`config.mk`:
```
export PLATFORM = sky130hd
export DESIGN_NAME = serializador_paralelo_serial_flat
export DESIGN_NICKNAME = d
export VERILOG_FILES = /design/src/rtl/serializador_paralelo_serial_pkg.sv /design/src/rtl/serializador_paralelo_serial_if.sv /design/src/rtl/serializador_paralelo_serial.sv /design/src/flat_wrapper.sv
export SDC_FILE = /design/constraint.sdc
export NUM_CORES = 1
export LEC_CHECK = 0
export CAP_MARGIN = 20
export CORE_MARGIN = 2
export CORE_UTILIZATION = 40
export CTS_BUF_LIST = sky130_fd_sc_hd__clkbuf_4 sky130_fd_sc_hd__clkbuf_8 sky130_fd_sc_hd__clkbuf_16
export CTS_CLUSTER_SIZE = 12
export DETAILED_ROUTE_END_ITERATION = 10
export PLACE_DENSITY = 0.75
export SYNTH_ARGS = -nofsm -noshare
export SYNTH_HDL_FRONTEND = slang
export SYNTH_SLANG_ARGS = --single-unit
```
`constraint.sdc`:
```
create_clock -name clock -period 1.3 [get_ports clock]
set_input_delay 0.26 -clock clock [delete_from_list [all_inputs] [get_ports clock]]
set_output_delay 0.26 -clock clock [all_outputs]
set_load 0.02 [all_outputs]
```
`src/rtl/serializador_paralelo_serial_pkg.sv`:
```
// Shared definitions for the serializer and the detector bench:
// state encoding, default word shape and the counter width helper.
package serializador_paralelo_serial_pkg;

  typedef enum logic {
    OCIOSO     = 1'b0,
    DESLOCANDO = 1'b1
  } estado_t;

  localparam int WIDTH_DEF     = 8;
  localparam bit MSB_FIRST_DEF = 1'b1;
  localparam bit IDLE_BIT_DEF  = 1'b0;

  function automatic int cnt_w(input int w);
    return (w < 2) ? 1 : $clog2(w);
  endfunction

endpackage

```
`src/rtl/serializador_paralelo_serial_if.sv`:
```
// Word-in / bit-out bundle between upstream, serializer and detector.
// master = upstream side, slave = the serializer.
interface serializador_paralelo_serial_if
  import serializador_paralelo_serial_pkg::*;
#(
  parameter int WIDTH = WIDTH_DEF
);

  logic [WIDTH-1:0] dado;
  logic             dado_valido;
  logic             pronto;
  logic             x;
  logic             x_valido;
  logic             ocupado;

  modport master (
    output dado,
    output dado_valido,
    input  pronto,
    input  x,
    input  x_valido,
    input  ocupado
  );

  modport slave (
    input  dado,
    input  dado_valido,
    output pronto,
    output x,
    output x_valido,
    output ocupado
  );

endinterface

```
`src/rtl/serializador_paralelo_serial.sv`:
```
// Parallel-to-serial converter with gapless back-to-back words;
// the line idles at IDLE_BIT because the detector has no enable.
module serializador_paralelo_serial
  import serializador_paralelo_serial_pkg::*;
#(
  parameter int WIDTH     = WIDTH_DEF,
  parameter bit MSB_FIRST = MSB_FIRST_DEF,
  parameter bit IDLE_BIT  = IDLE_BIT_DEF
) (
  input logic clock,
  input logic reset,
  serializador_paralelo_serial_if.slave bus
);

  localparam int            CW      = cnt_w(WIDTH);
  localparam logic [CW-1:0] CNT_MAX = CW'(WIDTH - 1);

  estado_t          est_q, est_d;
  logic [WIDTH-1:0] sr_q, sr_d;
  logic [CW-1:0]    cnt_q, cnt_d;
  logic             x_q, x_d;
  logic             xv_q, xv_d;
  logic             oc_q, oc_d;
  logic             ultimo;
  logic             aceita;

  function automatic logic primeiro(
    input logic [WIDTH-1:0] w
  );
    return MSB_FIRST ? w[WIDTH-1] : w[0];
  endfunction

  function automatic logic [WIDTH-1:0] desloca(
    input logic [WIDTH-1:0] w
  );
    return MSB_FIRST ? (w << 1) : (w >> 1);
  endfunction

  // last bit on the line: next word may be taken this cycle
  assign ultimo     = (cnt_q == CNT_MAX);
  assign bus.pronto = (est_q == OCIOSO) || ultimo;
  assign aceita     = bus.dado_valido && bus.pronto;

  assign bus.x        = x_q;
  assign bus.x_valido = xv_q;
  assign bus.ocupado  = oc_q;

  always_ff @(posedge clock or posedge reset) begin
    if (reset) begin
      est_q <= OCIOSO;
    end else begin
      est_q <= est_d;
    end
  end

  always_comb begin
    est_d = est_q;
    unique case (est_q)
      OCIOSO: begin
        if (aceita) est_d = DESLOCANDO;
      end
      DESLOCANDO: begin
        if (ultimo && !aceita) est_d = OCIOSO;
      end
      default: est_d = OCIOSO;
    endcase
  end

  // aceita and mid-word shifting never overlap: pronto is
  // low in DESLOCANDO until the last bit
  always_comb begin
    sr_d  = sr_q;
    cnt_d = cnt_q;
    x_d   = IDLE_BIT;
    xv_d  = 1'b0;
    oc_d  = 1'b0;
    unique case (1'b1)
      aceita: begin
        sr_d  = bus.dado;
        cnt_d = '0;
        x_d   = primeiro(bus.dado);
        xv_d  = 1'b1;
        oc_d  = 1'b1;
      end
      (est_q == DESLOCANDO) && !ultimo: begin
        sr_d  = desloca(sr_q);
        cnt_d = cnt_q + 1'b1;
        x_d   = primeiro(desloca(sr_q));
        xv_d  = 1'b1;
        oc_d  = 1'b1;
      end
      default: begin
        cnt_d = '0;
      end
    endcase
  end

  always_ff @(posedge clock or posedge reset) begin
    if (reset) begin
      sr_q  <= '0;
      cnt_q <= '0;
      x_q   <= IDLE_BIT;
      xv_q  <= 1'b0;
      oc_q  <= 1'b0;
    end else begin
      sr_q  <= sr_d;
      cnt_q <= cnt_d;
      x_q   <= x_d;
      xv_q  <= xv_d;
      oc_q  <= oc_d;
    end
  end

endmodule

```
`src/flat_wrapper.sv`:
```
// flat-port wrapper written by rule: the top's interface ports become plain ports
module serializador_paralelo_serial_flat import serializador_paralelo_serial_pkg::*;
#(
  parameter int WIDTH     = WIDTH_DEF,
  parameter bit MSB_FIRST = MSB_FIRST_DEF,
  parameter bit IDLE_BIT  = IDLE_BIT_DEF
)
  (clock, reset, bus_dado, bus_dado_valido, bus_pronto, bus_x, bus_x_valido, bus_ocupado);
  serializador_paralelo_serial_if #(.WIDTH(WIDTH)) bus_i ();
  input logic clock;
  input logic reset;
  input wire logic [$bits(bus_i.dado)-1:0] bus_dado;
  input wire logic [$bits(bus_i.dado_valido)-1:0] bus_dado_valido;
  output wire logic [$bits(bus_i.pronto)-1:0] bus_pronto;
  output wire logic [$bits(bus_i.x)-1:0] bus_x;
  output wire logic [$bits(bus_i.x_valido)-1:0] bus_x_valido;
  output wire logic [$bits(bus_i.ocupado)-1:0] bus_ocupado;
  assign bus_i.dado = bus_dado;
  assign bus_i.dado_valido = bus_dado_valido;
  assign bus_pronto = bus_i.pronto;
  assign bus_x = bus_i.x;
  assign bus_x_valido = bus_i.x_valido;
  assign bus_ocupado = bus_i.ocupado;
  serializador_paralelo_serial #(.WIDTH(WIDTH), .MSB_FIRST(MSB_FIRST), .IDLE_BIT(IDLE_BIT)) u_core (.clock(clock), .reset(reset), .bus(bus_i));
endmodule
```
==> flow_metrics.tcl, run 1 <==
set metrics [dict create \
    status "complete, but fails checks" \
    violations "negative setup slack" \
    max-cap-violations 0 \
    power.leakage_uw 0.000432 \
    path_class "reg -> out" \
    netlist_instances 42 \
    max_freq_mhz 628 \
    syn_area_um2 634 \
    irDropWorstVdd_mv 0.982 \
    start_util 0.426 \
    hold_viol 0 \
    drt_first_pass_iters 4 \
    grt_max_degree 10 \
    layout-drive-gt1-share 0.478 \
    multi_input_area_um2 298 \
    dpl_cell_area_um2 848 \
    overflow 0 \
    viasPerCell 4.63 \
    synth_xor_xnor_area_share 0 \
    yosysWarnings 0 \
    layout.cells.most_common "dfrtp_1" \
    synthesis.nets 55 \
    relSlewSlack 0.861 \
    worstMarginPinSlew_ps 209 \
    power_frac_comb 0.464 \
    regArea_um2 325 \
    yosys-mux-area-fraction 0.300 \
    fin_util 0.601 \
    worstPathArrival_ps 1330 \
    cts_sinks 13 \
    worst_slack_ps -293 \
    synth-adder-area-share 0.0394 \
    path_clk_slew_ps 80 \
    rsz0062_at_grt "yes" \
    n_antenna_cell 0 \
    numCtsBuffers 3 \
    htreeDepth 1 \
    ioPinCount 15 \
    routed_wl_mm 1.06 \
    min_period_ps 1590 \
    grt_use_total 0.135 \
    drc_errors 0 \
    synth_top_family_by_area "multiplexers" \
    cts_buffer_depth 2 \
    synth_seq_cells 13 \
    p_sw_frac 0.299 \
    start_kind "flip-flop" \
    cts_tree "built" \
    power_frac_seq 0.380 \
    clk_latency_ps 270 \
    synth_top_area_share 0.513 \
    coreArea_mm2 0.00149 \
    drtIter0Drc 4 \
    fillers 114 \
    port_buffers 14 \
    rows 14 \
    ant_nets 0 \
    finalWeightedCongestion 0.701 \
    grt_pass1_vias 424 \
    final_cell_area_um2 895 \
    skew_ps 4.46 \
    worstHoldPathType "in -> async" \
    p_clk_frac 0.156 \
    period_share 1.23 \
    die_height_um 43.8 \
    layout_common_cells "13 x dfrtp_1, 12 x mux2_4, 10 x clkdlybuf4s50_1, 8 x buf_4, 4 x clkbuf_4" \
    cts_hold_buf 0 \
    crit_path_end_kind "primary output" \
    die_w_um 43.8 \
    required_ps 1040 \
    cts_root_buffer "clkbuf_4" \
    wl_per_cell_um 12.8 \
    yosys.area.top_type "dfrtp_1" \
    synthSimpleGateAreaFrac 0.0986 \
    setup_viol 11 \
    seq_area_frac_synth 0.513 \
    synth_cell_types 15 \
    die-area_mm2 0.00192 \
    antenna_found_initial 0 \
    dp.final_hpwl_um 845 \
    synth_compound_area_frac 0.00789 \
    grt_pass1_wl_mm 1.79 \
    fin_nets 81 \
    synth_area_leaders "dfrtp_1 51%, mux2_4 28%, ha_1 3.9%" \
    power.density_mw_per_mm2 1870 \
    area_growth_pct 41.0 \
    drv_slew 0 \
    internal_power_uw 1170 \
    fin_tns_setup_ps -2070 \
    num_vias 384 \
    path_max_fanout 2 \
    p_sw_uw 499 \
    postSynthAreaPerCell_um2 15.1 \
]
power by group through the flow:
| stage | combinational, µW | clock (µW) | sequential [µW] |
|---|---|---|---|
| after floorplan | 503 | 0 | 642 |
| after global placement | 715 | 0 | 639 |
| after detailed placement | 741 | 0 | 644 |
| after CTS | 750 | 271 | 637 |
| after global routing | 858 | 291 | 650 |
| final | 775 | 261 | 634 |
cells in the mapped netlist (all sizes together):
master / instances
nand3b: 1
o21ai: 1
dfrtp: 13
ha: 2
nor2b: 1
nand2b: 2
mux2: 12
inv: 2
and2: 2
nand2: 1
buf: 2
nor2: 2
mux2i: 1
metrics by stage:
| stage | instances | total power, µW | hold slack, ps | setup WS [ps] |
|---|---|---|---|---|
| after detailed placement | 77 | 1390 | 438 | -398 |
| after floorplan | 42 | 1150 | 137 | -73.5 |
| after global placement | 77 | 1350 | 419 | -374 |
| final | 83 | 1670 | 185 | -293 |
| after CTS | 82 | 1660 | 182 | -316 |
| after global routing | 83 | 1800 | 213 | -356 |
path summary, 6_finish.rpt:
| kind | from | end | slack [ps] | cells after the start |
|---|---|---|---|---|
| max | u_core.cnt_q[0] | bus_pronto | -290 | 5 |
| min | reset | u_core.cnt_q[2] | 190 | 2 |
| max reg2reg | u_core.cnt_q[0] | u_core.sr_q[5] | -240 | 6 |
| min reg2reg | u_core.cnt_q[0] | u_core.cnt_q[0] | 450 | 1 |
| max in group asynchronous | reset | u_core.sr_q[5] | 780 | 3 |
| min in group clock | u_core.cnt_q[0] | u_core.cnt_q[0] | 450 | 1 |
state kept, by name, indices dropped and copies added (netlist names):
name / flops
u_core.bus.x_valido: 1
u_core.cnt_q: 3
u_core.est_q: 1
u_core.bus.x: 1
u_core.sr_q: 7
routing by layer:
layer / wire (µm) / vias to the layer above / part of all wire / GRT usage
met2: 520 / 14 / 0.49 / 0.206
met5: 0 / - / 0 / 0
met4: 0 / 0 / 0 / 0.0909
li1: - / 189 / - / -
met3: 59 / 0 / 0.056 / 0.0292
met1: 484 / 181 / 0.46 / 0.170
kinds of logic (layout without fill, tap and decap cells):
logic type | Yosys count | count (layout)
mux | 13 | 13
flops | 13 | 13
simple gates | 9 | 9
buf+inv | 4 | 29
fa+ha+maj | 2 | 2
compound gates | 1 | 1
what timing repair did:
item / CTS / global route
setup buffers: 1 / 1
setup endpoints to repair: 10 / 14
resized for setup: 9 / 1
pin swaps: 1 / 1
worst max-delay path, cell delays in order (launching register included):
cell and delay [ps]:
dfrtp_1 390, ha_2 190, ha_4 160, nor2b_4 160, inv_6 40, buf_6 120
final cells by class:
cell class | instances | share of cell area
sequential | 13 | 0.364
multi-input combinational | 25 | 0.333
timing repair buffer | 23 | 0.234
clock buffer | 4 | 0.0336
tap | 16 | 0.0224
inverter | 2 | 0.0140
No activity file was read; power rests on OpenSTA's default activity.
==> run 2: changes to the inputs <==
ABC_CLOCK_PERIOD_IN_PS = 1300   (was default)
==> results of run 2 <==
No change in the layout: final DEF, timing and power equal those of run 1.
==> run 3: changes to the inputs <==
CTS_BUF_LIST = sky130_fd_sc_hd__clkbuf_8   (was sky130_fd_sc_hd__clkbuf_4 sky130_fd_sc_hd__clkbuf_8 sky130_fd_sc_hd__clkbuf_16)
==> flow_metrics.tcl, run 3 (synthesis results as in run 1) <==
set metrics [dict create \
    dp.final_hpwl_um 845 \
    fillers 116 \
    power_frac_comb 0.440 \
    drt_first_pass_iters 3 \
    worst_slack_ps -266 \
    finalNonFillerCells 83 \
    p_sw_uw 514 \
    finalWeightedCongestion 0.701 \
    rows 14 \
    irDropWorstVdd_mv 0.968 \
    die-area_mm2 0.00192 \
    area_growth_pct 42.8 \
    internal_power_uw 1230 \
    die_w_um 43.8 \
    critical_path_depth 5 \
    violations "negative setup slack" \
    relSlewSlack 0.855 \
    routed_wl_mm 1.12 \
    timing.rr.start "u_core.cnt_q[0]" \
    worstPathArrival_ps 1310 \
    crit_family "flip-flops" \
    drv_slew 0 \
    power.leakage_uw 0.000439 \
    dp.cells 77 \
    numCtsBuffers 3 \
    finalPower_uw 1750 \
    num_vias 393 \
    cts_sinks 13 \
    grt_pass1_vias 425 \
    drc_errors 0 \
    p_sw_frac 0.294 \
    cts_root_buffer "clkbuf_8" \
    crit_path_end_kind "primary output" \
    hold_viol 0 \
    cts_hold_buf 0 \
    fin_nets 81 \
    wl_per_cell_um 13.4 \
    power.density_mw_per_mm2 1930 \
    max-cap-violations 0 \
    status "complete, but fails checks" \
    multi_input_area_um2 298 \
    r2r_cells 6 \
    worstMarginPinSlew_ps 218 \
    path_class "reg -> out" \
    cp_cell_sequence "ha_2, ha_4, nor2b_4, inv_6, buf_6" \
    grt_pass1_wl_mm 1.84 \
    reg_top3 "u_core.sr_q (7), u_core.cnt_q (3)" \
    ioPinCount 15 \
    viasPerCell 4.73 \
    port_buffers 14 \
    layout.cells.most_common "dfrtp_1" \
    min_period_ps 1570 \
    critPathSlowestCell "dfrtp_1" \
    cp.buffers_inverters 2 \
    skew_ps 1.70 \
    ant_nets 0 \
    antenna_found_initial 0 \
    largest_register_ffs 7 \
    timing.rr.end "u_core.sr_q[5]" \
    required_ps 1040 \
    die_height_um 43.8 \
    max_freq_mhz 639 \
    overflow 0 \
    period_share 1.20 \
    p_clk_frac 0.195 \
    n_antenna_cell 0 \
    path_clk_slew_ps 50 \
    layout-drive-gt1-share 0.463 \
    power_frac_seq 0.365 \
    worstHoldPathType "in -> async" \
    layout_common_cells "13 x dfrtp_1, 12 x mux2_4, 10 x clkdlybuf4s50_1, 9 x buf_4" \
    htreeDepth 1 \
    start_util 0.426 \
    start_kind "flip-flop" \
    clk_latency_ps 240 \
    grt_max_degree 10 \
    cts_tree "built" \
    max_stage_delay_ps 380 \
    fin_util 0.608 \
    grt_use_total 0.138 \
    rsz0062_at_grt "yes" \
    setup_viol 11 \
    largest_register "u_core.sr_q" \
    rrSetupSlack_ps -250 \
    drtIter0Drc 3 \
    coreArea_mm2 0.00149 \
    regArea_um2 325 \
    path_max_fanout 2 \
    cts_buffer_depth 2 \
]
-- run 3: cell types whose count changed in the layout (fill, tap and decap cells not counted), sizes merged --
cell / change
inv: +1
clkbuf: -1
-- run 3: through the flow --
step	worst slack [ps]	hold WS, ps	instance area [µm²]	setup TNS (ps)
finish	-266	228	906	-2110
global route	-310	257	906	-2670
global placement	-374	419	848	-1870
detailed placement	-398	438	848	-1980
floorplan	-73.5	137	654	-441
CTS	-290	225	898	-2020
-- run 3: layer usage --
metal	track usage	routed length, µm	up-vias
li1	-	-	188
met1	0.168	511	185
met4	0.0727	27	0
met5	0	0	-
met2	0.221	523	15
met3	0.0417	54	5
-- run 3: layout make-up --
| type | instances | area share |
|---|---|---|
| Clock buffer | 3 | 0.0456 |
| Sequential cell | 13 | 0.359 |
| Tap cell | 16 | 0.0221 |
| Multi-Input combinational cell | 25 | 0.329 |
| Clock inverter | 1 | 0.00414 |
| Inverter | 2 | 0.0138 |
| Timing Repair Buffer | 23 | 0.227 |
-- run 3: timing repair --
action                                  CTS  global route
endpoints found under the setup margin   10            14
buffers inserted                          1             1
pin swaps                                 2             2
resized for setup                         9             0
-- run 3: power groups by stage --
stage / combinational [µW] / sequential (µW) / clock, µW
global route: 845 / 652 / 375
floorplan: 503 / 642 / 0
CTS: 759 / 639 / 354
detailed placement: 741 / 644 / 0
global placement: 715 / 639 / 0
finish: 769 / 637 / 342
-- run 3: worst reg2reg max path: stages, from the launching register on --
cell     delay [ps]
dfrtp_1         380
ha_2            190
ha_4            170
nor2b_4         160
inv_6            40
buf_4           180
mux2_4          310
-- run 3: worst max path at each step --
stage	start	slack, ps	endpoint
global placement	u_core.cnt_q[0]	-370	bus_pronto
detailed placement	u_core.cnt_q[0]	-400	bus_pronto
finish	u_core.cnt_q[0]	-270	bus_pronto
floorplan	u_core.cnt_q[0]	-70	u_core.sr_q[1]
CTS	u_core.cnt_q[0]	-290	bus_pronto
global route	u_core.cnt_q[0]	-310	bus_pronto
